`src/rtl/binary_to_bcd_converter.sv`:
```
// Sequential binary-to-BCD converter (shift-add-3). Converts one WIDTH-bit value into three
// BCD digits in WIDTH cycles and saturates to 999 with an overflow flag for values above 999.
module binary_to_bcd_converter #(
    parameter int unsigned WIDTH = 10
) (
    input  logic             clk,
    input  logic             reset,
    input  logic             start,
    input  logic [WIDTH-1:0] binary_value,
    output logic             busy,
    output logic             done,
    output logic             overflow,
    output logic [3:0]       hundreds_digit,
    output logic [3:0]       tens_digit,
    output logic [3:0]       units_digit
);

    localparam int unsigned CntW = $clog2(WIDTH + 1);

    typedef enum logic [1:0] {
        StIdle,
        StConvert,
        StDone
    } state_e;

    state_e state_q, state_d;

    logic [WIDTH-1:0] shift_q, shift_d;
    // Thousands nibble on top of the three BCD digits so 1000..1023 are seen, not wrapped.
    logic [15:0]      scratch_q, scratch_d;
    logic [CntW-1:0]  cnt_q, cnt_d;
    logic [3:0]       hund_q, hund_d;
    logic [3:0]       tens_q, tens_d;
    logic [3:0]       units_q, units_d;
    logic             ovf_q, ovf_d;

    logic [15:0]      adjusted;
    logic             last_iter;

    function automatic logic [3:0] add3(input logic [3:0] nib);
        return (nib >= 4'd5) ? nib + 4'd3 : nib;
    endfunction

    always_comb begin
        adjusted  = {add3(scratch_q[15:12]), add3(scratch_q[11:8]),
                     add3(scratch_q[7:4]), add3(scratch_q[3:0])};
        last_iter = (cnt_q == CntW'(WIDTH - 1));
    end

    // State register
    always_ff @(posedge clk) begin
        if (reset) begin
            state_q <= StIdle;
        end else begin
            state_q <= state_d;
        end
    end

    // Next-state logic
    always_comb begin
        state_d = state_q;
        unique case (state_q)
            StIdle:    if (start) state_d = StConvert;
            StConvert: if (last_iter) state_d = StDone;
            StDone:    state_d = StIdle;
            default:   state_d = StIdle;
        endcase
    end

    // Datapath next-state
    always_comb begin
        shift_d   = shift_q;
        scratch_d = scratch_q;
        cnt_d     = cnt_q;
        hund_d    = hund_q;
        tens_d    = tens_q;
        units_d   = units_q;
        ovf_d     = ovf_q;
        unique case (state_q)
            StIdle: begin
                if (start) begin
                    shift_d   = binary_value;
                    scratch_d = '0;
                    cnt_d     = '0;
                end
            end
            StConvert: begin
                {scratch_d, shift_d} = {adjusted, shift_q} << 1;
                cnt_d = cnt_q + CntW'(1);
                // Digits are loaded from the final shifted value so they appear with done.
                if (last_iter) begin
                    if (scratch_d[15:12] != 4'd0) begin
                        hund_d  = 4'd9;
                        tens_d  = 4'd9;
                        units_d = 4'd9;
                        ovf_d   = 1'b1;
                    end else begin
                        hund_d  = scratch_d[11:8];
                        tens_d  = scratch_d[7:4];
                        units_d = scratch_d[3:0];
                        ovf_d   = 1'b0;
                    end
                end
            end
            StDone: begin
            end
            default: begin
            end
        endcase
    end

    always_ff @(posedge clk) begin
        if (reset) begin
            shift_q   <= '0;
            scratch_q <= '0;
            cnt_q     <= '0;
            hund_q    <= '0;
            tens_q    <= '0;
            units_q   <= '0;
            ovf_q     <= 1'b0;
        end else begin
            shift_q   <= shift_d;
            scratch_q <= scratch_d;
            cnt_q     <= cnt_d;
            hund_q    <= hund_d;
            tens_q    <= tens_d;
            units_q   <= units_d;
            ovf_q     <= ovf_d;
        end
    end

    // Outputs
    always_comb begin
        busy           = (state_q != StIdle);
        done           = (state_q == StDone);
        overflow       = ovf_q;
        hundreds_digit = hund_q;
        tens_digit     = tens_q;
        units_digit    = units_q;
    end

endmodule

```
`config.mk`:
```
export PLATFORM = sky130hd
export DESIGN_NAME = binary_to_bcd_converter
export DESIGN_NICKNAME = d
export VERILOG_FILES = /design/src/rtl/binary_to_bcd_converter.sv
export SDC_FILE = /design/constraint.sdc
export NUM_CORES = 1
export LEC_CHECK = 0
export CORE_MARGIN = 1.5
export CORE_UTILIZATION = 49
export DETAILED_ROUTE_END_ITERATION = 6
export PLACE_DENSITY = 0.77
export SYNTH_ARGS = -nofsm -noshare
export SYNTH_HDL_FRONTEND = slang
export SYNTH_SLANG_ARGS = --single-unit
```
`constraint.sdc`:
```
create_clock -name clk -period 2 [get_ports clk]
set_input_delay 0.4 -clock clk [delete_from_list [all_inputs] [get_ports clk]]
set_output_delay 0.4 -clock clk [all_outputs]
set_load 0.01 [all_outputs]
```
### After elaboration in Yosys (flattened, before gate mapping)

Cells that the tools add are included.

| word-level totals | value |
|---|---|
| register bits after elaboration | 45 |
| input bits | 13 |

| cells by class | value |
|---|---|
| $add $sub $neg | 5 |
| $lt $le $gt $ge | 4 |
| eq/ne operators | 5 |
| multiplexer cells | 17 |
| reduce and logical (&&, ||, !) cells | 7 |

Operator list:

| cell | number |
|---|---|
| case mux 16 bit (2 select lines) | 1 |
| two-way mux 4 bit | 7 |
| case mux 10 bit (2 select lines) | 1 |
| >= comparator 4 x 3 -> 1 bit, second input constant | 4 |
| two-way mux 16 bit | 1 |
| adder 4 x 2 -> 4 bit, second input constant | 3 |
| two-way mux 10 bit | 1 |
| case mux 4 bit (2 select lines) | 1 |
| AND reduction 2 bit | 3 |
| adder 4 x 1 -> 4 bit, second input constant | 1 |
| == test 4 bit, second input constant | 1 |
| two-way mux 2 bit | 2 |
| inequality test 2 bit, second input constant | 2 |
| case mux 2 bit (2 select lines) | 1 |
| nonzero test 2 bit | 2 |
| nonzero test 4 bit | 1 |
| adder 3 x 2 -> 3 bit, second input constant | 1 |
| two-way mux 3 bit | 1 |
| == test 2 x 1 -> 1 bit, second input constant | 1 |
| == test 2 bit, second input constant | 1 |
| logical NOT 2 bit | 1 |
| two-way mux 1 bit | 1 |

### Depth between registers and ports, before layout

| depth | value |
|---|---|
| depth after elaboration | 4 |
| gate-level depth with buffers | 8 |
| depth with buffers taken out | 7 |

### Worst setup path after synthesis

Ideal clock, no wire load.

| timing path | value |
|---|---|
| path type | register to register |
| from | reg scratch_q[13] |
| to | reg units_q[1] (netlist: units_digit[1]) |
| library setup time | 65 ps |
| arrival | 1832 ps |
| required time | 1935 ps |
| path slack | 103 ps |
| cell stages (with the launch flop) | 9 |
| buffers on the path | 1 |
| cell sequence | dfxtp_1 -> inv_1 -> ha_1 -> nand2b_1 -> a2111o_1 -> a2111oi_4 -> buf_6 -> a22oi_1 -> nor2_1 |

| between the ends | value |
|---|---|
| word-level cells in the longest chain between the ends | 4 |
| elaborated cells between the ends (all ways) | 5 |
| those cells by class | add/sub (1); order compare (1); mux (2); reduce/logical (1) |

Ends and longest elaborated chain:

| item | RTL line | source |
|---|---|---|
| from (decl) | 30 | `logic [15:0] scratch_q, scratch_d;` |
| from (signal assigned) | 123 | `scratch_q <= scratch_d;` |
| >= comparator 4 x 3 -> 1 bit or adder 3 x 2 -> 3 bit (tied branches) | 41 | `return (nib >= 4'd5) ? nib + 4'd3 : nib;` |
| two-way mux 3 bit * | 41 |  |
| nonzero test 4 bit * | 92 | `if (scratch_d[15:12] != 4'd0) begin` |
| two-way mux 4 bit * | 92 |  |
| to (signal assigned) | 127 | `units_q <= units_d;` |
| to (decl) | 34 | `logic [3:0] units_q, units_d;` |

Mark *: on every way between the ends. The rest lies on a longest branch, timed or not.
A chain may end at the register's enable or synchronous reset.

### Final worst setup path

| timing path | value |
|---|---|
| from | reg scratch_q[13] |
| to | reg hund_q[2] (netlist: hundreds_digit[2]) |

| between the ends | value |
|---|---|
| word-level cells in the longest chain between the ends | 4 |
| elaborated cells between the ends (all ways) | 5 |
| those cells by class | add/sub (1); order compare (1); mux (2); reduce/logical (1) |

Ends and longest elaborated chain:

| item | RTL line | source |
|---|---|---|
| >= comparator 4 x 3 -> 1 bit or adder 3 x 2 -> 3 bit (tied branches) | 41 |  |
| two-way mux 3 bit * | 41 |  |
| nonzero test 4 bit * | 92 |  |
| two-way mux 4 bit * | 92 |  |
| to (signal assigned) | 125 | `hund_q <= hund_d;` |
| to (decl) | 32 | `logic [3:0] hund_q, hund_d;` |

Marks and branches as above.

==> reports/results.ini <==
[timing]
period_needed_ns=1.94
relSlewSlack=0.634
slew_violations=0
fin_crit_sh=0.970
hold_viol_final=0
max_freq_mhz=516
rsz0062_at_grt=yes
setup_viol=0
clock_skew_ns=0.00720
worstMarginPinSlew_ns=0.547
hold_ws_ns=0.475

[synth]
syn_nets=276
synth_seq_cells=45
yosysUniqueCellTypes=37
ys_top_cells_by_area=dfxtp_1 (41%), nor2_1 (7.4%), ha_1 (5.8%)
syn_inst=253
synth_top_area_cell=dfxtp_1
syn_area_um2=2180
synth_top_area_frac=0.414
ys_seq_area_frac=0.414
syn_avg_cell_area_um2=8.60
ys_warn_count=0

[worst_setup_path]
critPathRequiredTime_ns=2.24
cp-end-kind=register
r2r.worst_path.cells=8
cp_max_fo=7
critPathLaunchType=register
startpoint=scratch_q[13]
slowest_delay_ns=0.44
reg2reg_from=scratch_q[13]
cp.arrival_ns=2.18
r2r_setup_slack_ns=0.06
cpLargestDelayFamily=compound AO/OA/AOI/OAI gates
worst-path-buf-inv=2
rr_endpoint=hundreds_digit[2]
critical_path_class=register to register
cp_cell_sequence=inv_2 -> ha_4 -> nand2b_4 -> a2111o_1 -> a2111oi_4 -> buf_6 -> a22oi_1 -> nor2_1
critPathSlowestCell=a2111oi_4

[route]
wl_mm=4.70
drt-initial-drc-count=123
wl_per_cell_um=13.7
drt-pass1-iter-count=4
ant_nets=0
drc=0
route.vias.total=1905
viasPerCell=5.54

[grt]
grt_pass1_vias=1802
antenna_found_initial=0
grt_max_degree=19
track_usage=0.201
grt_pass1_wl_mm=7.89
grt_overflow_total=0

[place]
placed_area_um2=2540
dp_cells=335
portBuffers=27
dp_hpwl_mm=3.38
place.gp.congestion=0.810

[layout]
diodes=0
stdcell_count=344
fin_area_um2=2700
drive_gt1_frac=0.140
nNetsFinal=314
syn_to_final_growth_pct=23.9
fillers=371

[clocking]
ctsResizeCount=0
cts_buffers=5
cts_setup_buffers=0
cts-htree-levels=2
clkSinkCount=45
ctsHoldBuffers=0
path_clk_slew_ns=0.08
clockBufferDepth=2
clkLatencyLatePin_ns=0.30
cts_tree=done
root_buffer=clkbuf_8

[min_path]
hold_path_class=register to register
min-delay-start=shift_q[5]
hold_depth=2
worstHoldEndpoint=shift_q[5]

[die]
io_pins=28
die_width_um=69.6
die_area_um2=4850
core_um2=4320
num_rows=24
fp.dieH_um=69.6
start_util=0.503

[status]
outcome=complete, no violations

[power_and_ir_drop]
powerDensity_nw_per_um2=610
p_leak_uw=0.00102
vdd_ir_drop_max_v=0.000495

[run]
maxCapViolations=0

==> cell usage in the layout, fill, tap and decap left out, types with 3 or more instances in the layout <==
cell type and instances:
clkbuf_8 5, buf_4 13, mux2i_1 3, inv_1 10, nor3b_1 7, nor2b_1 7, o221a_2 3, dfxtp_1 43
a211oi_1 5, clkdlybuf4s50_1 27, a22oi_2 3, a21oi_1 23, a2111oi_0 3, xnor2_1 4, a22o_1 6, o21ai_0 14
nor2_1 43, a22oi_1 8, nor3_1 5, nand2b_1 6, ha_1 8, nand2_1 16
==> per-layer routing <==
| metal | vias up | share of wire | global-route usage |
|---|---|---|---|
| met5 | - | 0 | 0 |
| met4 | 0 | 0.015 | 0.0641 |
| met3 | 10 | 0.036 | 0.0494 |
| met2 | 38 | 0.47 | 0.350 |
| met1 | 890 | 0.47 | 0.244 |
| li1 | 967 | - | - |
==> metrics by stage <==
step,TNS (ns),power (uW),util,worst slack [ns]
global placement,0,1090,0.587,0.105
CTS,0,1660,0.607,0.0125
floorplan,0,1040,-,0.103
finish,0,1640,0.624,0.0607
global route,-0.0350,1720,0.624,-0.0203
detailed placement,0,1100,0.587,0.0316
==> cell usage after synthesis (all sizes together) <==
library cell,n
a2111o,1
a2111oi,4
a211oi,6
a21o,1
a21oi,23
a22o,6
a22oi,11
and2,2
and3b,1
buf,2
clkbuf,8
dfxtp,45
dlymetal6s2s,1
ha,10
inv,12
mux2,1
mux2i,3
nand2,16
nand2b,7
nand3,2
nand3b,1
nand4b,1
nor2,43
nor2b,7
nor3,5
nor3b,7
o2111ai,1
o21ai,14
o221a,3
o31ai,2
or2,2
or3b,1
xnor2,4
==> kinds of logic after synthesis <==
group           share of synthesized area
flops                               0.414
simple gates                        0.209
mux                                0.0190
fa+ha+maj                          0.0575
compound gates                      0.228
xor+xnor                           0.0161
buf+inv                            0.0564
==> worst max-delay path by stage <==
stage / endpoint / slack [ns] / cells after the start
after global placement: tens_digit[2] / 0.11 / 7
final: hundreds_digit[2] / 0.06 / 8
after CTS: tens_digit[2] / 0.01 / 8
after floorplan: units_digit[1] / 0.10 / 8
after global routing: hundreds_digit[2] / -0.02 / 8
after detailed placement: tens_digit[2] / 0.03 / 8
==> cell type report <==
type | count | area (um^2) | area share
clock inverters | 2 | 15.0 | 0.00557
clock buffers | 6 | 72.6 | 0.0269
flip-flops and latches | 45 | 903 | 0.335
repair buffers | 42 | 390 | 0.145
inverters | 12 | 45.0 | 0.0167
well taps | 52 | 65.1 | 0.0241
multi-input cells | 185 | 1200 | 0.447
==> tightest hold or removal path, delay by kind of cell, from the launching register on <==
| kind | cells | cell delay (ns) |
|---|---|---|
| AO/OA/AOI/OAI | 1 | 0.05 |
| flip-flops | 1 | 0.32 |
| AND/OR/NAND/NOR | 1 | 0.05 |
==> sequential cells by signal, indices dropped and copies added, names as in the netlist <==
signal          cells
cnt_q               4
hundreds_digit      4
overflow            1
scratch_q          16
shift_q            10
state_q             2
tens_digit          4
units_digit         4
==> where the power goes <==
group	leakage [uW]	switching, uW	internal [uW]
Combinational	0.000615	74.6	69.5
Clock	0.0000374	323	247
Sequential	0.000366	15.4	916
Total	0.00102	413	1230
Power figures use the tool's default switching activity.
